==> src/rtl/via_pkg.sv <==
// Shared constants for the 6522 VIA model: register map, IFR bit positions,
// ACR/PCR field layout and the shift-register / Cx2 mode encodings.
package via_pkg;

  localparam logic [3:0] REG_ORB    = 4'h0;
  localparam logic [3:0] REG_ORA    = 4'h1;
  localparam logic [3:0] REG_DDRB   = 4'h2;
  localparam logic [3:0] REG_DDRA   = 4'h3;
  localparam logic [3:0] REG_T1CL   = 4'h4;
  localparam logic [3:0] REG_T1CH   = 4'h5;
  localparam logic [3:0] REG_T1LL   = 4'h6;
  localparam logic [3:0] REG_T1LH   = 4'h7;
  localparam logic [3:0] REG_T2CL   = 4'h8;
  localparam logic [3:0] REG_T2CH   = 4'h9;
  localparam logic [3:0] REG_SR     = 4'hA;
  localparam logic [3:0] REG_ACR    = 4'hB;
  localparam logic [3:0] REG_PCR    = 4'hC;
  localparam logic [3:0] REG_IFR    = 4'hD;
  localparam logic [3:0] REG_IER    = 4'hE;
  localparam logic [3:0] REG_ORA_NH = 4'hF;

  localparam int IFR_CA2 = 0;
  localparam int IFR_CA1 = 1;
  localparam int IFR_SR  = 2;
  localparam int IFR_CB2 = 3;
  localparam int IFR_CB1 = 4;
  localparam int IFR_T2  = 5;
  localparam int IFR_T1  = 6;

  localparam int ACR_PB7_EN   = 7;
  localparam int ACR_T1_FREE  = 6;
  localparam int ACR_T2_PULSE = 5;
  localparam int ACR_SR_OUT   = 4;

  localparam int PCR_CA1_POS = 0;
  localparam int PCR_CB1_POS = 4;

  typedef enum logic [2:0] {
    SR_OFF, SR_IN_T2, SR_IN_TICK, SR_IN_EXT,
    SR_OUT_FREE, SR_OUT_T2, SR_OUT_TICK, SR_OUT_EXT
  } sr_mode_e;

  typedef enum logic [2:0] {
    C2_IN_NEG, C2_IN_NEG_IND, C2_IN_POS, C2_IN_POS_IND,
    C2_HANDSHAKE, C2_PULSE, C2_LOW, C2_HIGH
  } c2_mode_e;

  function automatic logic edge_hit(input logic pos, input logic now, input logic prev);
    return pos ? (now & ~prev) : (~now & prev);
  endfunction

endpackage

==> src/rtl/via_sr.sv <==
// 6522 shift register with its shift clock sources: T2-rate divider driving
// cb1_out, the slow tick, or rising edges of the external cb1 pin.
module via_sr
  import via_pkg::*;
(
  input  logic       clk,
  input  logic       reset,
  input  logic       slow_clock,
  input  sr_mode_e   mode,
  input  logic       access,
  input  logic       load,
  input  logic [7:0] data_in,
  input  logic       rate_restart,
  input  logic [7:0] rate_latch,
  input  logic       cb1_rise,
  input  logic       cb2_in,
  output logic [7:0] sr,
  output logic       cb1_out,
  output logic       cb2_out,
  output logic       done
);

  logic [7:0] rate_cnt;
  logic [2:0] bit_cnt;
  logic       running;
  logic       cb1_q;
  logic       t2_mode;
  logic       rate_run;
  logic       rate_hit;
  logic       shift_en;

  always_comb begin
    t2_mode  = (mode == SR_IN_T2) || (mode == SR_OUT_T2) || (mode == SR_OUT_FREE);
    rate_run = t2_mode && (running || (mode == SR_OUT_FREE));
    rate_hit = rate_run && slow_clock && (rate_cnt == 8'd0);
    shift_en = 1'b0;
    case (mode)
      SR_IN_T2, SR_OUT_T2, SR_OUT_FREE: shift_en = rate_hit && !cb1_q;
      SR_IN_TICK, SR_OUT_TICK:          shift_en = slow_clock && running;
      SR_IN_EXT, SR_OUT_EXT:            shift_en = cb1_rise && running;
      default:                          shift_en = 1'b0;
    endcase
    done = shift_en && (mode != SR_OUT_FREE) && (bit_cnt == 3'd7);
  end

  always_ff @(posedge clk) begin
    if (reset) begin
      sr       <= 8'h00;
      rate_cnt <= 8'hFF;
      bit_cnt  <= 3'd0;
      running  <= 1'b0;
      cb1_q    <= 1'b1;
    end else begin
      if (rate_restart)
        rate_cnt <= rate_latch;
      else if (rate_run && slow_clock)
        rate_cnt <= (rate_cnt == 8'd0) ? rate_latch : rate_cnt - 8'd1;
      // data moves on the low-to-high transition of the divided clock
      if (rate_hit)
        cb1_q <= ~cb1_q;
      if (access) begin
        if (load)
          sr <= data_in;
        bit_cnt <= 3'd0;
        running <= 1'b1;
      end else if (shift_en) begin
        sr      <= {sr[6:0], mode[2] ? sr[7] : cb2_in};
        bit_cnt <= bit_cnt + 3'd1;
        if (done)
          running <= 1'b0;
      end
    end
  end

  assign cb1_out = t2_mode ? cb1_q : 1'b1;
  assign cb2_out = sr[7];

endmodule

==> src/rtl/via_6522.sv <==
// MOS 6522 VIA: two handshaked 8-bit ports, two 16-bit timers, shift
// register and interrupt logic, all time bases gated by slow_clock.
module via_6522
  import via_pkg::*;
(
  input  logic       clk,
  input  logic       reset,
  input  logic       slow_clock,
  input  logic [3:0] addr,
  input  logic [7:0] data_in,
  output logic [7:0] data_out,
  input  logic       strobe,
  input  logic       we,
  output logic       irq,
  input  logic [7:0] porta_in,
  input  logic [7:0] portb_in,
  output logic [7:0] porta_out,
  output logic [7:0] portb_out,
  input  logic       ca1_in,
  input  logic       ca2_in,
  input  logic       cb1_in,
  input  logic       cb2_in,
  output logic       ca2_out,
  output logic       cb1_out,
  output logic       cb2_out
);

  logic [7:0]  ora, orb, ddra, ddrb, acr, pcr, t2_latch_lo, sr;
  logic [15:0] t1_latch, t1_cnt, t2_cnt;
  logic        t1_armed, t2_armed, pb7;
  logic [6:0]  ifr, ier, ifr_set, ifr_clr;
  logic        ca1_q, ca2_q, cb1_q, cb2_q, pb6_q, ca2_hs, cb2_hs;
  logic        wr, rd, ora_acc, orb_acc, sr_acc, t2l_wr;
  logic        ca1_edge, ca2_edge, cb1_edge, cb2_edge, cb1_rise, pb6_fall;
  logic        t1_flag, t2_dec, t2_flag, sr_done, sr_cb1, sr_cb2;
  c2_mode_e    ca2_mode, cb2_mode;

  always_comb begin
    wr       = strobe && we;
    rd       = strobe && !we;
    ora_acc  = strobe && (addr == REG_ORA);
    orb_acc  = strobe && (addr == REG_ORB);
    sr_acc   = strobe && (addr == REG_SR);
    t2l_wr   = wr && (addr == REG_T2CL);
    ca2_mode = c2_mode_e'(pcr[3:1]);
    cb2_mode = c2_mode_e'(pcr[7:5]);

    ca1_edge = slow_clock && edge_hit(pcr[PCR_CA1_POS], ca1_in, ca1_q);
    cb1_edge = slow_clock && edge_hit(pcr[PCR_CB1_POS], cb1_in, cb1_q);
    ca2_edge = slow_clock && !pcr[3] && edge_hit(pcr[2], ca2_in, ca2_q);
    cb2_edge = slow_clock && !pcr[7] && edge_hit(pcr[6], cb2_in, cb2_q);
    cb1_rise = slow_clock && cb1_in && !cb1_q;
    pb6_fall = slow_clock && pb6_q && !portb_in[6];

    t1_flag  = slow_clock && (t1_cnt == 16'd0) && t1_armed;
    t2_dec   = acr[ACR_T2_PULSE] ? pb6_fall : slow_clock;
    t2_flag  = t2_dec && (t2_cnt == 16'd0) && t2_armed;

    ifr_set          = 7'd0;
    ifr_set[IFR_CA2] = ca2_edge;
    ifr_set[IFR_CA1] = ca1_edge;
    ifr_set[IFR_SR]  = sr_done;
    ifr_set[IFR_CB2] = cb2_edge;
    ifr_set[IFR_CB1] = cb1_edge;
    ifr_set[IFR_T2]  = t2_flag;
    ifr_set[IFR_T1]  = t1_flag;

    // independent Cx2 input modes keep their flag across port accesses
    ifr_clr          = 7'd0;
    ifr_clr[IFR_CA2] = ora_acc && !(ca2_mode inside {C2_IN_NEG_IND, C2_IN_POS_IND});
    ifr_clr[IFR_CA1] = ora_acc;
    ifr_clr[IFR_SR]  = sr_acc;
    ifr_clr[IFR_CB2] = orb_acc && !(cb2_mode inside {C2_IN_NEG_IND, C2_IN_POS_IND});
    ifr_clr[IFR_CB1] = orb_acc;
    ifr_clr[IFR_T2]  = (wr && (addr == REG_T2CH)) || (rd && (addr == REG_T2CL));
    ifr_clr[IFR_T1]  = (wr && ((addr == REG_T1CH) || (addr == REG_T1LH))) ||
                       (rd && (addr == REG_T1CL));
    if (wr && (addr == REG_IFR))
      ifr_clr = ifr_clr | data_in[6:0];

    irq = |(ifr & ier);

    porta_out = ora | ~ddra;
    portb_out = orb | ~ddrb;
    if (acr[ACR_PB7_EN])
      portb_out[7] = pb7;

    ca2_out = 1'b1;
    case (ca2_mode)
      C2_HANDSHAKE, C2_PULSE: ca2_out = ca2_hs;
      C2_LOW:                 ca2_out = 1'b0;
      default:                ca2_out = 1'b1;
    endcase
    cb2_out = 1'b1;
    if (acr[ACR_SR_OUT])
      cb2_out = sr_cb2;
    else begin
      case (cb2_mode)
        C2_HANDSHAKE, C2_PULSE: cb2_out = cb2_hs;
        C2_LOW:                 cb2_out = 1'b0;
        default:                cb2_out = 1'b1;
      endcase
    end
    cb1_out = sr_cb1;
  end

  always_comb begin
    data_out = 8'h00;
    case (addr)
      REG_ORB:             data_out = (orb & ddrb) | (portb_in & ~ddrb);
      REG_ORA, REG_ORA_NH: data_out = porta_in;
      REG_DDRB:            data_out = ddrb;
      REG_DDRA:            data_out = ddra;
      REG_T1CL:            data_out = t1_cnt[7:0];
      REG_T1CH:            data_out = t1_cnt[15:8];
      REG_T1LL:            data_out = t1_latch[7:0];
      REG_T1LH:            data_out = t1_latch[15:8];
      REG_T2CL:            data_out = t2_cnt[7:0];
      REG_T2CH:            data_out = t2_cnt[15:8];
      REG_SR:              data_out = sr;
      REG_ACR:             data_out = acr;
      REG_PCR:             data_out = pcr;
      REG_IFR:             data_out = {irq, ifr};
      REG_IER:             data_out = {1'b1, ier};
      default:             data_out = 8'h00;
    endcase
  end

  always_ff @(posedge clk) begin
    if (reset) begin
      ora <= 8'h00;  orb <= 8'h00;  ddra <= 8'h00;  ddrb <= 8'h00;
      acr <= 8'h00;  pcr <= 8'h00;  ifr  <= 7'd0;   ier  <= 7'd0;
      t1_latch <= 16'hFFFF;  t1_cnt <= 16'hFFFF;  t1_armed <= 1'b0;  pb7 <= 1'b1;
      t2_latch_lo <= 8'hFF;  t2_cnt <= 16'hFFFF;  t2_armed <= 1'b0;
      ca1_q <= 1'b0;  ca2_q <= 1'b0;  cb1_q <= 1'b0;  cb2_q <= 1'b0;  pb6_q <= 1'b0;
      ca2_hs <= 1'b1;  cb2_hs <= 1'b1;
    end else begin
      if (wr) begin
        case (addr)
          REG_ORB:             orb  <= data_in;
          REG_ORA, REG_ORA_NH: ora  <= data_in;
          REG_DDRB:            ddrb <= data_in;
          REG_DDRA:            ddra <= data_in;
          REG_ACR:             acr  <= data_in;
          REG_PCR:             pcr  <= data_in;
          REG_IER:             ier  <= data_in[7] ? (ier | data_in[6:0]) : (ier & ~data_in[6:0]);
          default: ;
        endcase
      end
      ifr <= (ifr | ifr_set) & ~ifr_clr;

      if (wr && ((addr == REG_T1CL) || (addr == REG_T1LL)))
        t1_latch[7:0] <= data_in;
      if (wr && ((addr == REG_T1CH) || (addr == REG_T1LH)))
        t1_latch[15:8] <= data_in;
      if (wr && (addr == REG_T1CH)) begin
        t1_cnt   <= {data_in, t1_latch[7:0]};
        t1_armed <= 1'b1;
        pb7      <= 1'b0;
      end else if (slow_clock) begin
        if (t1_cnt == 16'd0) begin
          t1_cnt <= t1_latch;
          if (t1_armed) begin
            pb7 <= ~pb7;
            if (!acr[ACR_T1_FREE])
              t1_armed <= 1'b0;
          end
        end else
          t1_cnt <= t1_cnt - 16'd1;
      end

      if (t2l_wr)
        t2_latch_lo <= data_in;
      if (wr && (addr == REG_T2CH)) begin
        t2_cnt   <= {data_in, t2_latch_lo};
        t2_armed <= 1'b1;
      end else if (t2_dec) begin
        t2_cnt <= t2_cnt - 16'd1;
        if (t2_flag)
          t2_armed <= 1'b0;
      end

      if (slow_clock) begin
        ca1_q <= ca1_in;  ca2_q <= ca2_in;  cb1_q <= cb1_in;
        cb2_q <= cb2_in;  pb6_q <= portb_in[6];
      end

      if (ora_acc && (ca2_mode inside {C2_HANDSHAKE, C2_PULSE}))
        ca2_hs <= 1'b0;
      else if (!(ca2_mode inside {C2_HANDSHAKE, C2_PULSE}) ||
               ((ca2_mode == C2_HANDSHAKE) && ca1_edge) ||
               ((ca2_mode == C2_PULSE) && slow_clock))
        ca2_hs <= 1'b1;
      if (orb_acc && (cb2_mode inside {C2_HANDSHAKE, C2_PULSE}))
        cb2_hs <= 1'b0;
      else if (!(cb2_mode inside {C2_HANDSHAKE, C2_PULSE}) ||
               ((cb2_mode == C2_HANDSHAKE) && cb1_edge) ||
               ((cb2_mode == C2_PULSE) && slow_clock))
        cb2_hs <= 1'b1;
    end
  end

  via_sr u_sr (
    .clk          (clk),
    .reset        (reset),
    .slow_clock   (slow_clock),
    .mode         (sr_mode_e'(acr[4:2])),
    .access       (sr_acc),
    .load         (we),
    .data_in      (data_in),
    .rate_restart (sr_acc || t2l_wr),
    .rate_latch   (t2l_wr ? data_in : t2_latch_lo),
    .cb1_rise     (cb1_rise),
    .cb2_in       (cb2_in),
    .sr           (sr),
    .cb1_out      (sr_cb1),
    .cb2_out      (sr_cb2),
    .done         (sr_done)
  );

endmodule

==> config.mk <==
export PLATFORM = sky130hd
export DESIGN_NAME = via_6522
export DESIGN_NICKNAME = d
export VERILOG_FILES = /design/src/rtl/via_pkg.sv /design/src/rtl/via_sr.sv /design/src/rtl/via_6522.sv
export SDC_FILE = /design/constraint.sdc
export NUM_CORES = 1
export LEC_CHECK = 0
export BUFFER_PORTS_ARGS = -buffer_cell sky130_fd_sc_hd__buf_2
export CAP_MARGIN = 25
export CORE_UTILIZATION = 41
export DETAILED_ROUTE_END_ITERATION = 10
export GPL_ROUTABILITY_DRIVEN = 0
export SLEW_MARGIN = 20
export SYNTH_ARGS = -nofsm -noshare
export SYNTH_HDL_FRONTEND = slang
export SYNTH_SLANG_ARGS = --single-unit
==> constraint.sdc <==
create_clock -name clk -period 4.9 [get_ports clk]
set_input_delay 0 -clock clk [delete_from_list [all_inputs] [get_ports clk]]
set_output_delay 0 -clock clk [all_outputs]
set_load 0.1 [all_outputs]
# Word-level counts from Yosys, hierarchy flattened
# Index checks and enable logic that the tools add are counted.
# op_classes
add_sub_neg	4
eq_ne	35
n_mux	46
bitwise_logic	33
n_reduce_logical	103
# ops
operator	count
$pmux W8 S15	1
$mux W16	5
$mux W8	7
$logic_and A1 B1 Y1	43
$eq A3 B3 Y1 const B	11
$eq A4 B4 Y1 const B	8
$logic_not A16 Y1	2
$sub A16 B1 Y16 const B	2
$mux W1	28
$reduce_bool A2 Y1	14
$or A8 B8 Y8	3
$reduce_and A2 Y1	11
$and A7 B7 Y7	3
$or A7 B7 Y7	3
$and A8 B8 Y8	2
$eq A4 B3 Y1 const B	4
$not A8 Y8	2
$mux W7	2
$not A7 Y7	2
$eq A3 B2 Y1 const B	4
$logic_or A1 B1 Y1	12
$reduce_or A2 Y1	6
$logic_not A1 Y1	10
$not A1 Y1	10
15 further kinds	26
# totals
regBits	149
input_bits	37
output_inout_bits	28
word_cells	249

# Logic depth before layout (Yosys ltp)
# Gate-level depths: netlist (run 1).
# logic_depth
depth_word	13
ltp_mapped	8
ltp_nobuf	7

# Hierarchy
# Synthesis (run 1) repeated with hierarchy kept, for this count alone.
# unflattened
hier_cells	1038
hier_area_um2	8655.8
# modules_own_cells
mod	n_inst	cells_per_inst	area_per_inst_um2	seq_area_each_um2
via_6522	1	889	7387.1	2562.5
via_sr	1	149	1268.7	420.4

# Least setup slack after synthesis (run 1)
# No wires, ideal clock.
# synth_path
path_kind	input port to output port
startpoint	in addr[2]
endpoint	out data_out[6]
arrival_ns	3.029
path_slack_ns	1.871
stages	8
path_cell_list	clkbuf_1 -> clkbuf_1 -> clkbuf_1 -> clkbuf_1 -> nand3_1 -> a31oi_1 -> a21oi_1 -> a32oi_1
# synth_between
elab_chain_len	3
word_cells_on_any_way	18
# synth_rtl
item	line	rtl
from (decl)	via_6522.sv:9	input logic [3:0] addr,
$eq A4 B1 Y1 / $eq A4 B4 Y1 (equally long branches)	via_6522.sv:109	case (addr)
$reduce_or A2 Y1	via_6522.sv:109	
$pmux W8 S15 *	via_6522.sv:109	
to (decl)	via_6522.sv:11	output logic [7:0] data_out,
# Every way passes the cells marked *; elsewhere a longest branch is shown, timed or not.

# Worst setup path in the final report (run 1)
# layout_path
startpoint	reg u_sr.rate_cnt[0]
endpoint	reg u_sr.sr[0]
# layout_between
elab_chain_len	6
# layout_rtl
item	line	rtl
from (decl)	via_sr.sv:23	logic [7:0] rate_cnt;
from (signal assigned)	via_sr.sv:55	rate_cnt <= rate_latch;
from (signal assigned)	via_sr.sv:57	rate_cnt <= (rate_cnt == 8'd0) ? rate_latch : rate_cnt - 8'd1;
$logic_not A8 Y1	via_sr.sv:35	rate_hit = rate_run && slow_clock && (rate_cnt == 8'd0);
$logic_and A1 B1 Y1	via_sr.sv:35	
$logic_and A1 B1 Y1	via_sr.sv:38	SR_IN_T2, SR_OUT_T2, SR_OUT_FREE: shift_en = rate_hit && !cb1_q;
$pmux W1 S3	via_sr.sv:37	case (mode)
$reduce_bool A2 Y1 (no line)	-	
$reduce_and A2 Y1 (no line)	-	
to (signal assigned)	via_sr.sv:63	sr <= data_in;
to (signal assigned)	via_sr.sv:67	sr <= {sr[6:0], mode[2] ? sr[7] : cb2_in};
to (decl)	via_sr.sv:17	output logic [7:0] sr,
# No other way between the ends.
# A chain may end at the register's enable or synchronous reset.

==> flow_summary.json, run 1 <==
{
  "hpwl_um": 19700,
  "post-route-period-util": 0.562,
  "drv_cap": 0,
  "grt_usage": 0.279,
  "hold_violations": 0,
  "ys_warn_count": 0,
  "synth_top_area_frac": 0.360,
  "switching_share": 0.270,
  "start_util": 0.422,
  "max_stage_delay_ns": 0.65,
  "syn_nets": 1053,
  "diodes": 0,
  "cp_slowest_cell": "nor4b_1",
  "area_delta_synth_final_pct": 14.2,
  "worst_slew_pin_slew_ns": 1.06,
  "worstPathMaxFanout": 9,
  "port_buffers": 64,
  "grt_setup_unrepaired": "no",
  "leakagePower_nw": 3.38,
  "yosysUniqueCellTypes": 77,
  "period_minus_slack_ns": 2.76,
  "power.switching_mw": 0.831,
  "setup_tns_ns": 0,
  "grt_overflow": 0,
  "vias": 7919,
  "synth-main-ff-cell": "dfxtp_1",
  "required_ns": 5.18,
  "synth_edf_count": 0,
  "clock_sinks": 149,
  "status": "completed",
  "combinationalPowerShare": 0.112,
  "area.sequential_mm2": 0.00298,
  "ant_nets": 0,
  "worst-r2r-cell-count": 8,
  "multi_input_comb_area_mm2": 0.00495,
  "hp-start": "data_in[1]",
  "skew_ns": 0.00721,
  "antenna_found_initial": 0,
  "grt_pass1_wl_um": 43000,
  "synthArstFlopShare": 0,
  "grt_pass1_vias": 7214,
  "p_per_area_mw_per_mm2": 326,
  "worstSetupEndpointType": "register",
  "fillCellCount": 2015,
  "totalWireLength_um": 28100,
  "whs_path_depth": 3,
  "path_cells": "inv_1, ha_1, nor4b_1, nand4b_1, a31oi_1, buf_4, mux2i_1, nor2_1",
  "seqPwrFrac": 0.409,
  "syn_area_mm2": 0.00829,
  "cts_root_buf": "clkbuf_16",
  "cp_data_arrival_time_ns": 3.04,
  "clk_path_buf_depth": 2,
  "routedWlPerCell_um": 21.3,
  "maxSlewViolCount": 0,
  "boundaryPins": 65,
  "path_buf_inv": 2,
  "clkPwrFrac": 0.479,
  "r2r_slack_ns": 2.14,
  "cts_buffers": 17,
  "critical_path_class": "reg2reg",
  "holdWs_ns": 0.0570,
  "die_w_um": 144,
  "max_freq_mhz": 363,
  "hold_buffers": 5,
  "route.detailed.drc": 0,
  "worstSetupStartpointType": "register",
  "synth-seq-cells": 149,
  "setup_violations": 0,
  "cts_max_level": 4,
  "grt_max_degree": 61,
  "intPower_mw": 2.25,
  "maxSlewHeadroom": 0.289,
  "synthCells": 1009,
  "dieArea_mm2": 0.0208,
  "clkLatencyLatePin_ns": 0.42,
  "die_h_um": 144,
  "cts_setup_buffers": 0,
  "core_area_mm2": 0.0197,
  "hold_path_class": "in2reg",
  "r2r-start": "u_sr.rate_cnt[0]$_SDFFE_PP1P_",
  "synth_top_cell_by_area": "dfxtp_1",
  "syn_avg_cell_area_um2": 8.21,
  "cts_resized": 0,
  "synth_seq_area_share": 0.360,
  "synth_area_leaders": "dfxtp_1 36%, mux2i_1 11%, nor2_1 5.8%",
  "finalNetCount": 1084,
  "first_pass_iters": 6,
  "tritoncts": "built",
  "rows": 51,
  "vias_per_cell": 6.01,
  "drtIter0Drc": 960,
  "ir_drop_mv": 0.234,
  "drive_gt1_frac": 0.137,
  "path_clk_slew_ns": 0.06,
  "holdPathEnd": "u_sr.sr[1]$_SDFFE_PP0P_",
  "worst_r2r_endpoint": "u_sr.sr[0]$_SDFFE_PP0P_",
  "crit_family": "simple AND/OR/NAND/NOR gates"
}
## worst max-delay path by stage
stage	depth (start not counted)	to	startpoint	slack (ns)
3_3_place_gp	6	u_sr.sr[0]$_SDFFE_PP0P_	addr[3]	2.07
6_report	8	u_sr.sr[0]$_SDFFE_PP0P_	u_sr.rate_cnt[0]$_SDFFE_PP1P_	2.14
2_1_floorplan	8	data_out[6]	addr[2]	1.87
5_1_grt	8	u_sr.sr[0]$_SDFFE_PP0P_	u_sr.rate_cnt[0]$_SDFFE_PP1P_	2.00
3_5_place_dp	6	t2_cnt[15]$_SDFFE_PP1P_	slow_clock	2.15
4_1_cts	8	u_sr.sr[0]$_SDFFE_PP0P_	u_sr.rate_cnt[0]$_SDFFE_PP1P_	2.22
## per-stage QoR
stage | instances | instance area, um^2 | setup WS, ns | util | power (mW)
finish | 1318 | 9460 | 2.14 | 0.481 | 3.08
global route | 1318 | 9460 | 2.00 | 0.481 | 3.18
CTS | 1318 | 9460 | 2.22 | 0.481 | 3.09
detailed placement | 1281 | 8750 | 2.15 | 0.445 | 1.62
global placement | 1279 | 8730 | 2.07 | 0.444 | 1.62
floorplan | 1009 | 8290 | 1.87 | - | 1.52
## worst register-to-register path, delay by kind of cell, from the launching register on
kind | cells | cell delay, ns
buffers and inverters | 2 | 0.40
muxes | 1 | 0.24
and+or+nand+nor | 3 | 0.96
DFF | 1 | 0.33
AOI/OAI and AO/OA | 1 | 0.53
adders and majority gates | 1 | 0.17
## placed cells by master, fill, tap and decap left out, types with 7 or more instances in the layout
cell type and instances:
o22ai_1 7, nor3_1 31, mux2i_1 90, a211oi_1 11, mux2_2 11, a311oi_1 7
or4_1 9, nand2b_1 27, nor4_1 7, o211ai_1 7, o21ai_0 39, dfxtp_1 149
clkbuf_16 17, and3_1 11, buf_2 63, xnor2_1 11, a31oi_1 12, xor2_1 10
or3_1 9, nand3_1 25, a22oi_1 18, a32oi_1 13, ha_1 7, nor2b_1 14
nand2_1 103, a21oi_1 47, inv_1 20, buf_4 12, nor3b_1 8, nor2_1 129
a21o_1 7
## cell type report
cell class              instances  share of cell area
well taps                     265              0.0350
clock inverters                14              0.0235
multi-input cells             771               0.523
repair buffers                 80              0.0481
inverters                      21             0.00833
flip-flops and latches        149               0.315
clock buffers                  18              0.0464
## cells in the mapped netlist, types with 11 or more instances
| cell type | n |
|---|---|
| nor2_1 | 129 |
| clkbuf_1 | 50 |
| nor2b_1 | 14 |
| mux2i_1 | 90 |
| a31oi_1 | 12 |
| nand3_1 | 25 |
| a22oi_1 | 18 |
| o21ai_0 | 39 |
| a211oi_1 | 11 |
| dfxtp_1 | 149 |
| xnor2_1 | 11 |
| a32oi_1 | 13 |
| a21oi_1 | 47 |
| and3_1 | 11 |
| nand2_1 | 103 |
| nor3_1 | 32 |
| inv_1 | 20 |
| mux2_2 | 11 |
| nand2b_1 | 27 |
## cells by family after synthesis
logic type                 count (synthesis)  share of synthesized area
xor gates and xnor gates                  21                     0.0222
adders and majority gates                  7                     0.0106
buffers and inverters                     89                     0.0432
DFF                                      149                      0.360
and+or+nand+nor                          409                      0.242
AOI/OAI and AO/OA                        231                      0.193
muxes                                    103                      0.129
## registers in the layout, indices dropped and copies added (netlist names), 3 cells and up, named ones only
signal / cells
t1_latch: 16
orb: 8
ddra: 8
u_sr.sr: 8
acr: 8
u_sr.rate_cnt: 8
ddrb: 8
ora: 8
t1_cnt: 16
u_sr.bit_cnt: 3
ifr: 7
t2_cnt: 16
t2_latch_lo: 8
pcr: 8
## power by group through the flow
stage / Combinational, mW / Sequential, mW / Clock (mW)
CTS: 0.340 / 1.26 / 1.49
global route: 0.367 / 1.26 / 1.55
finish: 0.345 / 1.26 / 1.48
floorplan: 0.247 / 1.27 / 0
global placement: 0.334 / 1.29 / 0
detailed placement: 0.336 / 1.29 / 0
## routing by layer
layer | routed length, um | track usage | vias to the layer above
met5 | 0 | 0 | -
met4 | 1020 | 0.115 | 0
met3 | 2080 | 0.0576 | 71
met1 | 12300 | 0.377 | 3760
li1 | - | - | 3726
met2 | 12700 | 0.430 | 362
Power figures use the tool's default switching activity.
==> run 2: changes to the inputs <==
==> constraint.sdc (replaced) <==
create_clock -name clk -period 2.69 [get_ports clk]
set_input_delay 0 -clock clk [delete_from_list [all_inputs] [get_ports clk]]
set_output_delay 0 -clock clk [all_outputs]
set_load 0.1 [all_outputs]
==> flow_summary.json, run 2 (same netlist as run 1, synthesis figures left out) <==
{
  "fillCellCount": 2007,
  "drv_cap": 0,
  "worstSetupStartpointType": "register",
  "cts_setup_buffers": 0,
  "grt_setup_unrepaired": "no",
  "final_common_cell": "dfxtp_1",
  "area.sequential_mm2": 0.00298,
  "status": "completed",
  "hold_buffers": 6,
  "final_cell_count_no_fill": 1343,
  "cts_max_level": 4,
  "whs_path_depth": 3,
  "cts_buffers": 17,
  "hpwl_um": 19700,
  "p_per_area_mw_per_mm2": 554,
  "hold_violations": 0,
  "drtIter0Drc": 885,
  "max_freq_mhz": 388,
  "clkLatencyLatePin_ns": 0.43,
  "core_area_mm2": 0.0197,
  "worstSetupEndpointType": "primary output",
  "die_w_um": 144,
  "skew_ns": 0.00756,
  "start_util": 0.422,
  "totalWireLength_um": 28400,
  "port_buffers": 64,
  "vias_per_cell": 5.95,
  "finalNetCount": 1110,
  "drive_gt1_frac": 0.161,
  "grt_max_degree": 57,
  "grt_overflow": 0,
  "clk_path_buf_depth": 2,
  "grt_pass1_wl_um": 43300,
  "die_h_um": 144,
  "multi_input_comb_area_mm2": 0.00500,
  "utilization": 0.494,
  "worst-r2r-cell-count": 7,
  "first_pass_iters": 6,
  "design_area_mm2": 0.00970,
  "required_ns": 2.69,
  "boundaryPins": 65,
  "critical_path_class": "reg2out",
  "post-route-period-util": 0.959,
  "route.detailed.drc": 0,
  "placed_area_mm2": 0.00907,
  "holdWs_ns": 0.0629,
  "grt_usage": 0.282,
  "setup_violations": 0,
  "maxSlewViolCount": 0,
  "layout_common_cells": "149 x dfxtp_1, 129 x nor2_1, 103 x nand2_1, 90 x mux2i_1, 59 x buf_2",
  "vias": 7989,
  "period_minus_slack_ns": 2.58,
  "cp_data_arrival_time_ns": 2.58,
  "reg_top3": "t1_cnt (16), t1_latch (16), t2_cnt (16)",
  "maxSlewHeadroom": 0.378,
  "area_delta_synth_final_pct": 17.1,
  "rows": 51,
  "clock_sinks": 149,
  "tritoncts": "built",
  "path_clk_slew_ns": 0.06,
  "worstPathMaxFanout": 3,
  "dpl.cell_count": 1306,
  "dieArea_mm2": 0.0208,
  "hold_path_class": "in2reg",
  "antenna_found_initial": 1,
  "routedWlPerCell_um": 21.2,
  "cts_resized": 0,
  "cts_root_buf": "clkbuf_16",
  "leakagePower_nw": 3.50,
  "ant_nets": 0,
  "ir_drop_mv": 0.447,
  "grt_pass1_vias": 7335,
  "setup_tns_ns": 0,
  "worst_slew_pin_slew_ns": 0.925
}
[run 2: cell count changes in the layout (fill, tap and decap cells not counted), sizes merged, moves of 2 or more]
cell | previous run | this run
buf | 75 | 100
bufinv | 5 | 2
clkinvlp | 2 | 5
clkinv | 5 | 3
[run 2: layout make-up]
cell class	count	share of cell area
multi-input combinational	771	0.515
sequential	149	0.307
timing repair buffer	106	0.0761
clock buffer	19	0.0456
tap	265	0.0342
clock inverter	11	0.0133
inverter	21	0.00812
antenna	1	0.000258
[run 2: critical path, stage by stage (launching register included)]
cell and delay, ns:
dfxtp_1 0.35, mux2_2 0.30, a221oi_1 0.44, a21oi_1 0.07, a2111oi_0 0.52, a22oi_2 0.16, buf_2 0.31
[run 2: power breakdown]
part           leakage, nW  internal (mW)  switching [mW]  total (mW)
sequential            1.21           2.24          0.0463        2.29
combinational         2.02          0.225           0.482       0.707
clock                0.264           1.38           0.996        2.38
total                 3.50           3.85            1.52        5.38
[run 2: path summary, 6_finish.rpt]
| path | from | to | slack (ns) |
|---|---|---|---|
| min reg2reg | t2_latch_lo[1]$_SDFF_PP1_ | t2_cnt[1]$_SDFFE_PP1P_ | 0.47 |
| max | t2_cnt[13]$_SDFFE_PP1P_ | data_out[5] | 0.11 |
| max reg2reg | t1_cnt[0]$_SDFFE_PP1P_ | t1_cnt[12]$_SDFFE_PP1P_ | 0.32 |
| min | data_in[1] | t1_latch[9]$_SDFFE_PP1P_ | 0.06 |
[run 2: through the flow]
| stage | setup WS, ns | power, mW |
|---|---|---|
| 4_1_cts | 0.125 | 5.38 |
| 3_3_place_gp | 0.291 | 3.02 |
| 3_5_place_dp | 0.359 | 3.03 |
| 5_1_grt | 0.0304 | 5.53 |
| 6_report | 0.111 | 5.38 |
| 2_1_floorplan | 0.237 | 2.78 |
[run 2: per-layer routing]
| layer | up-vias | global-route usage | part of all wire | routed length, um |
|---|---|---|---|---|
| li1 | 3793 | - | - | - |
| met1 | 3804 | 0.378 | 0.45 | 12700 |
| met2 | 327 | 0.429 | 0.44 | 12600 |
| met3 | 65 | 0.0576 | 0.068 | 1940 |
| met4 | 0 | 0.136 | 0.040 | 1140 |
| met5 | - | 0 | 0 | 0 |
==> run 3: changes to the inputs <==
--- a/config.mk
+++ b/config.mk
@@ -5,8 +5,8 @@
 export SDC_FILE = /design/constraint.sdc
 export NUM_CORES = 1
 export LEC_CHECK = 0
-export BUFFER_PORTS_ARGS = -buffer_cell sky130_fd_sc_hd__buf_2
-export CAP_MARGIN = 25
+export BUFFER_PORTS_ARGS = -buffer_cell sky130_fd_sc_hd__buf_4
+export CAP_MARGIN = 20
 export CORE_UTILIZATION = 41
 export DETAILED_ROUTE_END_ITERATION = 10
 export GPL_ROUTABILITY_DRIVEN = 0
==> flow_summary.json, run 3 (same netlist as run 1, synthesis figures left out) <==
{
  "status": "completed",
  "post-route-period-util": 0.961,
  "max_stage_delay_ns": 0.51,
  "boundaryPins": 65,
  "setup_violations": 0,
  "hpwl_um": 20100,
  "ant_nets": 0,
  "cts_setup_buffers": 0,
  "drtIter0Drc": 930,
  "die_w_um": 144,
  "critical_path_class": "reg2out",
  "ir_drop_mv": 0.466,
  "hold_path_class": "in2reg",
  "worstSetupStartpointType": "register",
  "final_common_cell": "dfxtp_1",
  "cts_max_level": 4,
  "cp_data_arrival_time_ns": 2.58,
  "power_mw": 5.56,
  "clk_path_buf_depth": 2,
  "cts_root_buf": "clkbuf_16",
  "maxSlewHeadroom": 0.543,
  "grt_setup_unrepaired": "no",
  "grt_pass1_vias": 7571,
  "leakagePower_nw": 3.61,
  "worstPathMaxFanout": 3,
  "start_util": 0.422,
  "routedWlPerCell_um": 21.4,
  "grt_pass1_wl_um": 44800,
  "period_minus_slack_ns": 2.58,
  "port_buffers": 64,
  "diodes": 0,
  "clkLatencyLatePin_ns": 0.43,
  "dieArea_mm2": 0.0208,
  "holdWs_ns": 0.00240,
  "reg_top3": "t1_cnt (16), t1_latch (16), t2_cnt (16)",
  "grt_usage": 0.290,
  "layout_common_cells": "149 x dfxtp_1, 129 x nor2_1, 103 x nand2_1, 99 x buf_4, 90 x mux2i_1",
  "crit_family": "compound AO/OA/AOI/OAI gates",
  "required_ns": 2.69,
  "area_delta_synth_final_pct": 19.5,
  "path_buf_inv": 1,
  "totalWireLength_um": 29000,
  "die_h_um": 144,
  "setup_tns_ns": 0,
  "rows": 51,
  "hold_violations": 0,
  "tritoncts": "built",
  "cts_buffers": 17,
  "grt_max_degree": 50,
  "utilization": 0.504,
  "worst_slew_pin_slew_ns": 0.683,
  "max_freq_mhz": 387,
  "worstSetupEndpointType": "primary output",
  "path_clk_slew_ns": 0.06,
  "drive_gt1_frac": 0.159,
  "core_area_mm2": 0.0197,
  "vias": 8100,
  "maxSlewViolCount": 0,
  "p_per_area_mw_per_mm2": 561,
  "antenna_found_initial": 0,
  "grt_overflow": 0,
  "vias_per_cell": 5.99,
  "path_cells": "mux2_2, a221oi_1, a21oi_1, a2111oi_0, a22oi_2, buf_4",
  "finalNetCount": 1119,
  "first_pass_iters": 5,
  "drv_cap": 0,
  "cp_slowest_cell": "a221oi_1",
  "clock_sinks": 149,
  "route.detailed.drc": 0,
  "skew_ns": 0.00696
}
==> run 3: cell types whose count changed in the layout (fill, tap and decap cells not counted), sizes merged <==
cell and delta:
diode -1, bufinv +2, buf -1, clkinv +2, dlygate4sd3 +10, clkinvlp -2
==> run 3: final timing paths <==
kind	slack (ns)	to	startpoint	cells past startpoint
worst max-delay path	0.11	data_out[5]	t2_cnt[13]$_SDFFE_PP1P_	6
worst min-delay path	0.002	t1_latch[15]$_SDFFE_PP1P_	data_in[7]	3
worst max register to register	0.30	t1_cnt[12]$_SDFFE_PP1P_	t1_cnt[0]$_SDFFE_PP1P_	7
worst min register to register	0.48	t1_cnt[5]$_SDFFE_PP1P_	t1_latch[5]$_SDFFE_PP1P_	1
==> run 3: power breakdown <==
part | total [mW] | switching [mW] | leakage (nW) | internal [mW]
Clock | 2.56 | 1.01 | 0.294 | 1.55
Combinational | 0.717 | 0.487 | 2.11 | 0.229
Sequential | 2.29 | 0.0432 | 1.21 | 2.24
==> run 3: final cells by class <==
type | count | area [um^2]
Clock inverter | 13 | 180
Tap cell | 265 | 332
Inverter | 21 | 78.8
Sequential cell | 149 | 2980
Timing Repair Buffer | 115 | 903
Fill cell | 1944 | 9750
Multi-Input combinational cell | 771 | 5000
Clock buffer | 19 | 433
==> run 3: repair_timing <==
action / CTS / global route
endpoints found under the hold margin: 38 / 0
gates resized for setup: 0 / 0
hold buffers: 16 / 0
==> run 3: tightest hold or removal path: cells and delay by family <==
family        cells  cell delay [ns]
simple gates      2             0.16
buf+inv           1             0.22
==> run 3: routing by layer <==
metal | vias up | track usage | wire length, um
li1 | 3811 | - | -
met2 | 354 | 0.441 | 12800
met1 | 3868 | 0.393 | 13100
met5 | - | 0 | 0
met3 | 67 | 0.0490 | 1900
met4 | 0 | 0.148 | 1200
==> run 3: through the flow <==
stage	worst slack [ns]	instance area, um^2	std cells
finish	0.105	9910	1353
floorplan	0.237	8340	1009
global route	0.0924	9910	1353
CTS	0.175	9910	1353
detailed placement	0.320	9130	1305
global placement	0.413	9130	1305
